==> src/rtl/csd_pkg.sv <==
// Shared CSD definitions: digit codes and default widths common to the
// binary-to-CSD converter and its consumers.
package csd_pkg;

    localparam logic [1:0] CSD_ZERO = 2'b00;
    localparam logic [1:0] CSD_POS  = 2'b01;
    localparam logic [1:0] CSD_NEG  = 2'b11;
    localparam logic [1:0] CSD_RSVD = 2'b10;

    localparam int unsigned CSD_DIGITS = 17;
    localparam int unsigned CSD_DATA_W = 16;

endpackage

==> src/rtl/csd_shift_add_mac_if.sv <==
// Start/result bus of one CSD shift-add MAC row lane.
interface csd_shift_add_mac_if #(
    parameter int unsigned DATA_W = 16,
    parameter int unsigned DIGITS = 17,
    parameter int unsigned ACC_W  = 40
);
    logic                     start;
    logic signed [DATA_W-1:0] x;
    logic [2*DIGITS-1:0]      csd;
    logic                     acc_clr;
    logic                     ready;
    logic                     done;
    logic signed [ACC_W-1:0]  acc_out;
    logic                     ovf;
    logic                     err;

    modport master (
        output start, x, csd, acc_clr,
        input  ready, done, acc_out, ovf, err
    );

    modport slave (
        input  start, x, csd, acc_clr,
        output ready, done, acc_out, ovf, err
    );
endinterface

==> src/rtl/csd_digit_addsub.sv <==
// One CSD digit step: adds, subtracts or skips the shifted sample and
// flags the reserved code (which contributes nothing).
module csd_digit_addsub
    import csd_pkg::*;
#(
    parameter int unsigned PROD_W = 34
) (
    input  logic signed [PROD_W-1:0] prod_i,
    input  logic signed [PROD_W-1:0] xs_i,
    input  logic [1:0]               digit_i,
    output logic signed [PROD_W-1:0] sum_o,
    output logic                     rsvd_o
);

    // Decode the digit and select the partial-product update
    always_comb begin
        sum_o  = prod_i;
        rsvd_o = 1'b0;
        case (digit_i)
            CSD_POS:  sum_o  = prod_i + xs_i;
            CSD_NEG:  sum_o  = prod_i - xs_i;
            CSD_RSVD: rsvd_o = 1'b1;
            default:  sum_o  = prod_i;
        endcase
    end

endmodule

==> src/rtl/csd_shift_add_mac.sv <==
// Serial CSD multiply-accumulate: one digit per cycle into a product
// register, then a single signed accumulate with sticky overflow/error.
module csd_shift_add_mac
    import csd_pkg::*;
#(
    parameter int unsigned DATA_W = CSD_DATA_W,
    parameter int unsigned DIGITS = CSD_DIGITS,
    parameter int unsigned ACC_W  = 40
) (
    input  logic                clk,
    input  logic                rst_n,
    csd_shift_add_mac_if.slave  bus
);

    localparam int unsigned PROD_W = DATA_W + DIGITS + 1;
    localparam int unsigned KW     = $clog2(DIGITS + 1);

    localparam logic [1:0] ST_IDLE = 2'd0;
    localparam logic [1:0] ST_RUN  = 2'd1;
    localparam logic [1:0] ST_ACC  = 2'd2;
    localparam logic [1:0] ST_DONE = 2'd3;

    logic [1:0]               state_q, state_d;
    logic [KW-1:0]            k_q, k_d;
    logic signed [PROD_W-1:0] prod_q, prod_d;
    logic signed [PROD_W-1:0] x_q, x_d;
    logic [2*DIGITS-1:0]      csd_q, csd_d;
    logic                     clr_q, clr_d;
    logic signed [ACC_W-1:0]  acc_q, acc_d;
    logic                     ovf_q, ovf_d;
    logic                     err_q, err_d;

    logic [1:0]               digit;
    logic signed [PROD_W-1:0] xsh;
    logic signed [PROD_W-1:0] step_sum;
    logic                     step_rsvd;
    logic signed [ACC_W-1:0]  acc_base;
    logic signed [ACC_W-1:0]  prod_ext;
    logic signed [ACC_W-1:0]  acc_sum;

    assign digit = csd_q[2*k_q +: 2];
    assign xsh   = x_q <<< k_q;

    csd_digit_addsub #(
        .PROD_W (PROD_W)
    ) u_step (
        .prod_i  (prod_q),
        .xs_i    (xsh),
        .digit_i (digit),
        .sum_o   (step_sum),
        .rsvd_o  (step_rsvd)
    );

    assign acc_base = clr_q ? '0 : acc_q;
    assign prod_ext = ACC_W'(prod_q);
    assign acc_sum  = acc_base + prod_ext;

    // Next-state logic: capture, per-digit step, accumulate, done pulse.
    // The accumulate takes its own cycle after the last digit so that done
    // and the new acc_out appear together, one cycle before ready returns.
    always_comb begin
        state_d = state_q;
        k_d     = k_q;
        prod_d  = prod_q;
        x_d     = x_q;
        csd_d   = csd_q;
        clr_d   = clr_q;
        acc_d   = acc_q;
        ovf_d   = ovf_q;
        err_d   = err_q;
        case (state_q)
            ST_IDLE: begin
                if (bus.start) begin
                    x_d     = PROD_W'(bus.x);
                    csd_d   = bus.csd;
                    clr_d   = bus.acc_clr;
                    prod_d  = '0;
                    k_d     = '0;
                    state_d = ST_RUN;
                    if (bus.acc_clr) begin
                        ovf_d = 1'b0;
                        err_d = 1'b0;
                    end
                end
            end
            ST_RUN: begin
                prod_d = step_sum;
                if (step_rsvd) err_d = 1'b1;
                k_d = k_q + 1'b1;
                if (k_q == KW'(DIGITS - 1)) state_d = ST_ACC;
            end
            ST_ACC: begin
                acc_d = acc_sum;
                if ((acc_base[ACC_W-1] == prod_ext[ACC_W-1]) &&
                    (acc_sum[ACC_W-1] != acc_base[ACC_W-1]))
                    ovf_d = 1'b1;
                state_d = ST_DONE;
            end
            default: state_d = ST_IDLE;
        endcase
    end

    // State registers with asynchronous active-low clear
    always_ff @(posedge clk or negedge rst_n) begin
        if (!rst_n) begin
            state_q <= ST_IDLE;
            k_q     <= '0;
            prod_q  <= '0;
            x_q     <= '0;
            csd_q   <= '0;
            clr_q   <= 1'b0;
            acc_q   <= '0;
            ovf_q   <= 1'b0;
            err_q   <= 1'b0;
        end else begin
            state_q <= state_d;
            k_q     <= k_d;
            prod_q  <= prod_d;
            x_q     <= x_d;
            csd_q   <= csd_d;
            clr_q   <= clr_d;
            acc_q   <= acc_d;
            ovf_q   <= ovf_d;
            err_q   <= err_d;
        end
    end

    assign bus.ready   = (state_q == ST_IDLE);
    assign bus.done    = (state_q == ST_DONE);
    assign bus.acc_out = acc_q;
    assign bus.ovf     = ovf_q;
    assign bus.err     = err_q;

endmodule

==> src/flat_wrapper.sv <==
// flat-port wrapper written by rule: the top's interface ports become plain ports
module csd_shift_add_mac_flat import csd_pkg::*;
#(
    parameter int unsigned DATA_W = CSD_DATA_W,
    parameter int unsigned DIGITS = CSD_DIGITS,
    parameter int unsigned ACC_W  = 40
)
  (clk, rst_n, bus_start, bus_x, bus_csd, bus_acc_clr, bus_ready, bus_done, bus_acc_out, bus_ovf, bus_err);
  csd_shift_add_mac_if #(.DATA_W(DATA_W), .DIGITS(DIGITS), .ACC_W(ACC_W)) bus_i ();
  input  logic clk;
  input  logic rst_n;
  input wire logic [$bits(bus_i.start)-1:0] bus_start;
  input wire logic [$bits(bus_i.x)-1:0] bus_x;
  input wire logic [$bits(bus_i.csd)-1:0] bus_csd;
  input wire logic [$bits(bus_i.acc_clr)-1:0] bus_acc_clr;
  output wire logic [$bits(bus_i.ready)-1:0] bus_ready;
  output wire logic [$bits(bus_i.done)-1:0] bus_done;
  output wire logic [$bits(bus_i.acc_out)-1:0] bus_acc_out;
  output wire logic [$bits(bus_i.ovf)-1:0] bus_ovf;
  output wire logic [$bits(bus_i.err)-1:0] bus_err;
  assign bus_i.start = bus_start;
  assign bus_i.x = bus_x;
  assign bus_i.csd = bus_csd;
  assign bus_i.acc_clr = bus_acc_clr;
  assign bus_ready = bus_i.ready;
  assign bus_done = bus_i.done;
  assign bus_acc_out = bus_i.acc_out;
  assign bus_ovf = bus_i.ovf;
  assign bus_err = bus_i.err;
  csd_shift_add_mac #(.DATA_W(DATA_W), .DIGITS(DIGITS), .ACC_W(ACC_W)) u_core (.clk(clk), .rst_n(rst_n), .bus(bus_i));
endmodule
==> config.mk <==
export PLATFORM = sky130hd
export DESIGN_NAME = csd_shift_add_mac_flat
export DESIGN_NICKNAME = d
export VERILOG_FILES = /design/src/rtl/csd_pkg.sv /design/src/rtl/csd_shift_add_mac_if.sv /design/src/rtl/csd_digit_addsub.sv /design/src/rtl/csd_shift_add_mac.sv /design/src/flat_wrapper.sv
export SDC_FILE = /design/constraint.sdc
export NUM_CORES = 1
export LEC_CHECK = 0
export ABC_CLOCK_PERIOD_IN_PS = 7800
export CORE_MARGIN = 2
export CORE_UTILIZATION = 56
export CTS_CLUSTER_DIAMETER = 200
export DETAILED_ROUTE_END_ITERATION = 8
export PLACE_DENSITY = 0.77
export REMOVE_ABC_BUFFERS = 1
export SLEW_MARGIN = 20
export SYNTH_ARGS = -nofsm -noshare
export SYNTH_HDL_FRONTEND = slang
export SYNTH_HIERARCHICAL = 1
export SYNTH_SLANG_ARGS = --single-unit
==> constraint.sdc <==
create_clock -name clk -period 7.8 [get_ports clk]
set_input_delay 1.56 -clock clk [delete_from_list [all_inputs] [get_ports clk]]
set_output_delay 1.56 -clock clk [all_outputs]
set_load 0.1 [all_outputs]
==> impl_metrics.toml <==
[synth]
ys_seq_area_share_pct = 28.1
avgSynthCellArea_um2 = 8.88
ys_types = 77
ys.flop_type = "dfrtp_1"
synth_edf_count = 0
synthCells = 1343
ys_async_sr_fraction_pct = 100
yosys_register_bits = 134
yosysWarnings = 6
netlist_area_mm2 = 0.0119

[layout]
final_common_cell = "dfrtp_1"
seqCellArea_mm2 = 0.00335
drive_gt1_share_pct = 14.2
final_cell_mix = "dfrtp_1 (134), a21oi_1 (127), nand2_1 (117)"
multi_input_area_mm2 = 0.00814
area_growth_syn_to_layout_pct = 14.3
nNetsFinal = 1531
diodes = 0
fillers = 1829

[sta]
max-slew-margin-rel_pct = 34.5
fin_skew_ps = 18.8
fin_crit_ps = 6530
hold_violations = 0
fin_crit_sh_pct = 83.7
tightest_slew_ps = 980
fin_setup_tns_ps = 0
setup_viol = 0
fmax_mhz = 153
rsz0062_at_grt = "no"
drv_slew = 0

[detailed_routing]
vias_per_cell = 6.19
ant_nets = 0
first_pass_iters = 7
wl_per_cell_um = 18.1
remaining_drc_errors = 0
drt_iter0_drc = 575
dr_total_vias = 10400
routed_wl_mm = 30.4

[cts]
cts_root_buf = "clkbuf_16"
htreeDepth = 4
cts_buffer_depth = 2
numCtsBuffers = 17
clock-sinks = 134
cts_resized = 0
hold_buffers = 0
cts_tree = "done"
clkTransAtPathRegs_ps = 70
insertion_delay_ps = 430
postCtsSetupBuffers = 0

[min_path]
hold_class = "reg2reg"

[floorplanning]
die_area_mm2 = 0.0225
die-height_um = 150
rows = 53
fp.coreArea_mm2 = 0.0210
ios = 98
die_w_um = 150
initial_core_util_pct = 56.9

[placement]
dp_hpwl_mm = 23.0
portBuffers = 97
gp_congestion = 0.957

[worst_setup_path]
start_kind = "register"
worstSetupEndpointType = "register"
crit_path_max_fanout = 23
path_class = "reg2reg"
required_ps = 8110
rrSetupSlack_ps = 1270
critPathArrivalTime_ps = 6830

[global_route]
antenna_found_initial = 0
grt_pass1_vias = 9924
gr-total-overflow = 0
grt_pass1_wl_mm = 49.9
grt_max_degree = 75
grt_usage_pct = 27.7

[status]
status = "completed"

[job]
drv_cap = 0
worst max-delay path: stages, from the launching register on:
cell and delay (ps):
dfrtp_1 800, clkinv_1 610, mux2i_1 380, nor2_1 70
a31oi_1 230, nor2_1 100, or4_1 590, nor3_1 340
and2_1 240, nand2_1 80, o41ai_1 340, xor2_1 120
ha_1 440, and3_1 260, or4b_2 590, o31a_1 130
o31a_2 150, or4b_4 260, a31oi_4 80, xnor2_1 140
mux2_4 260, a22o_1 200
sequential cells by signal, indices dropped and copies added, names as in the netlist:
register and flops:
u_core/x_q 16, u_core/clr_q 1, u_core/bus.acc_out 40, u_core/prod_q 34, u_core/csd_q 34, u_core/state_q 2
u_core/bus.ovf 1, u_core/bus.err 1, u_core/k_q 5
metal layers:
layer	GRT usage [%]	vias up	wire, um	share of wire [%]
met3	4.12	46	1400	4.6
met1	37.1	5023	13700	45
li1	-	5049	-	-
met2	45.9	295	14500	48
met5	0	-	0	0
met4	9.48	0	792	2.6
per-stage QoR:
| stage | hold WS (ps) | setup WS, ps | cells | util, % | cell area [um2] |
|---|---|---|---|---|---|
| after floorplan | 474 | 546 | 1268 | - | 11600 |
| after global routing | 517 | 706 | 1683 | 65.0 | 13600 |
| after CTS | 498 | 1380 | 1683 | 65.0 | 13600 |
| after detailed placement | 483 | 1420 | 1651 | 62.3 | 13000 |
| after global placement | 479 | 1580 | 1651 | 62.2 | 13000 |
| final | 498 | 1270 | 1683 | 65.0 | 13600 |
area by class of cell:
type	instances	share of cell area, %
Clock buffer	18	3.22
Multi-Input combinational cell	1091	59.7
Tap cell	275	2.52
Clock inverter	14	1.03
Timing Repair Buffer	108	7.74
Sequential cell	134	24.6
Inverter	43	1.18
Yosys cell counts, drive strengths merged, types with 13 or more instances:
cell / count / area (um2)
a21oi: 129 / 653
inv: 39 / 146
a22o: 37 / 324
dfrtp: 134 / 3350
xor2: 32 / 280
a21o: 36 / 270
o21ai: 72 / 364
buf: 21 / 95.1
xnor2: 57 / 499
nor2: 90 / 338
clkbuf: 54 / 203
mux2: 107 / 1220
nor3: 24 / 130
nor2b: 48 / 300
nand4: 14 / 87.6
mux2i: 16 / 160
nand2: 119 / 449
nand3: 27 / 145
nor4: 13 / 100
a211oi: 17 / 128
mux4: 17 / 383
a31oi: 13 / 111
ha: 80 / 1000
final timing paths:
check                           depth (start not counted)                                  to                               from
max in group asynchronous                               2        u_core/csd_q[30]$_DFFE_PN0P_                              rst_n
min in group asynchronous                               1  u_core/bus.acc_out[14]$_DFFE_PN0P_                              rst_n
worst max-delay path                                   21       u_core/prod_q[31]$_DFFE_PN0P_          u_core/k_q[2]$_DFFE_PN0P_
worst max register to register                         21       u_core/prod_q[31]$_DFFE_PN0P_          u_core/k_q[2]$_DFFE_PN0P_
worst min-delay path                                    1   u_core/bus.acc_out[3]$_DFFE_PN0P_  u_core/bus.acc_out[3]$_DFFE_PN0P_
worst min register to register                          1   u_core/bus.acc_out[3]$_DFFE_PN0P_  u_core/bus.acc_out[3]$_DFFE_PN0P_
cell families after synthesis:
kind of cell             count (synthesis)  synth area share [%]
AO/OA/AOI/OAI                          387                  21.5
XOR/XNOR                                89                  6.54
adder cells (fa/ha/maj)                 82                  8.73
buffers and inverters                  118                  3.85
flip-flops                             134                  28.1
multiplexers                           140                  14.8
AND/OR/NAND/NOR                        393                  16.5
Power is not shown: default switching activity piles up to over one toggle a cycle in this logic, so the estimate is an artifact.
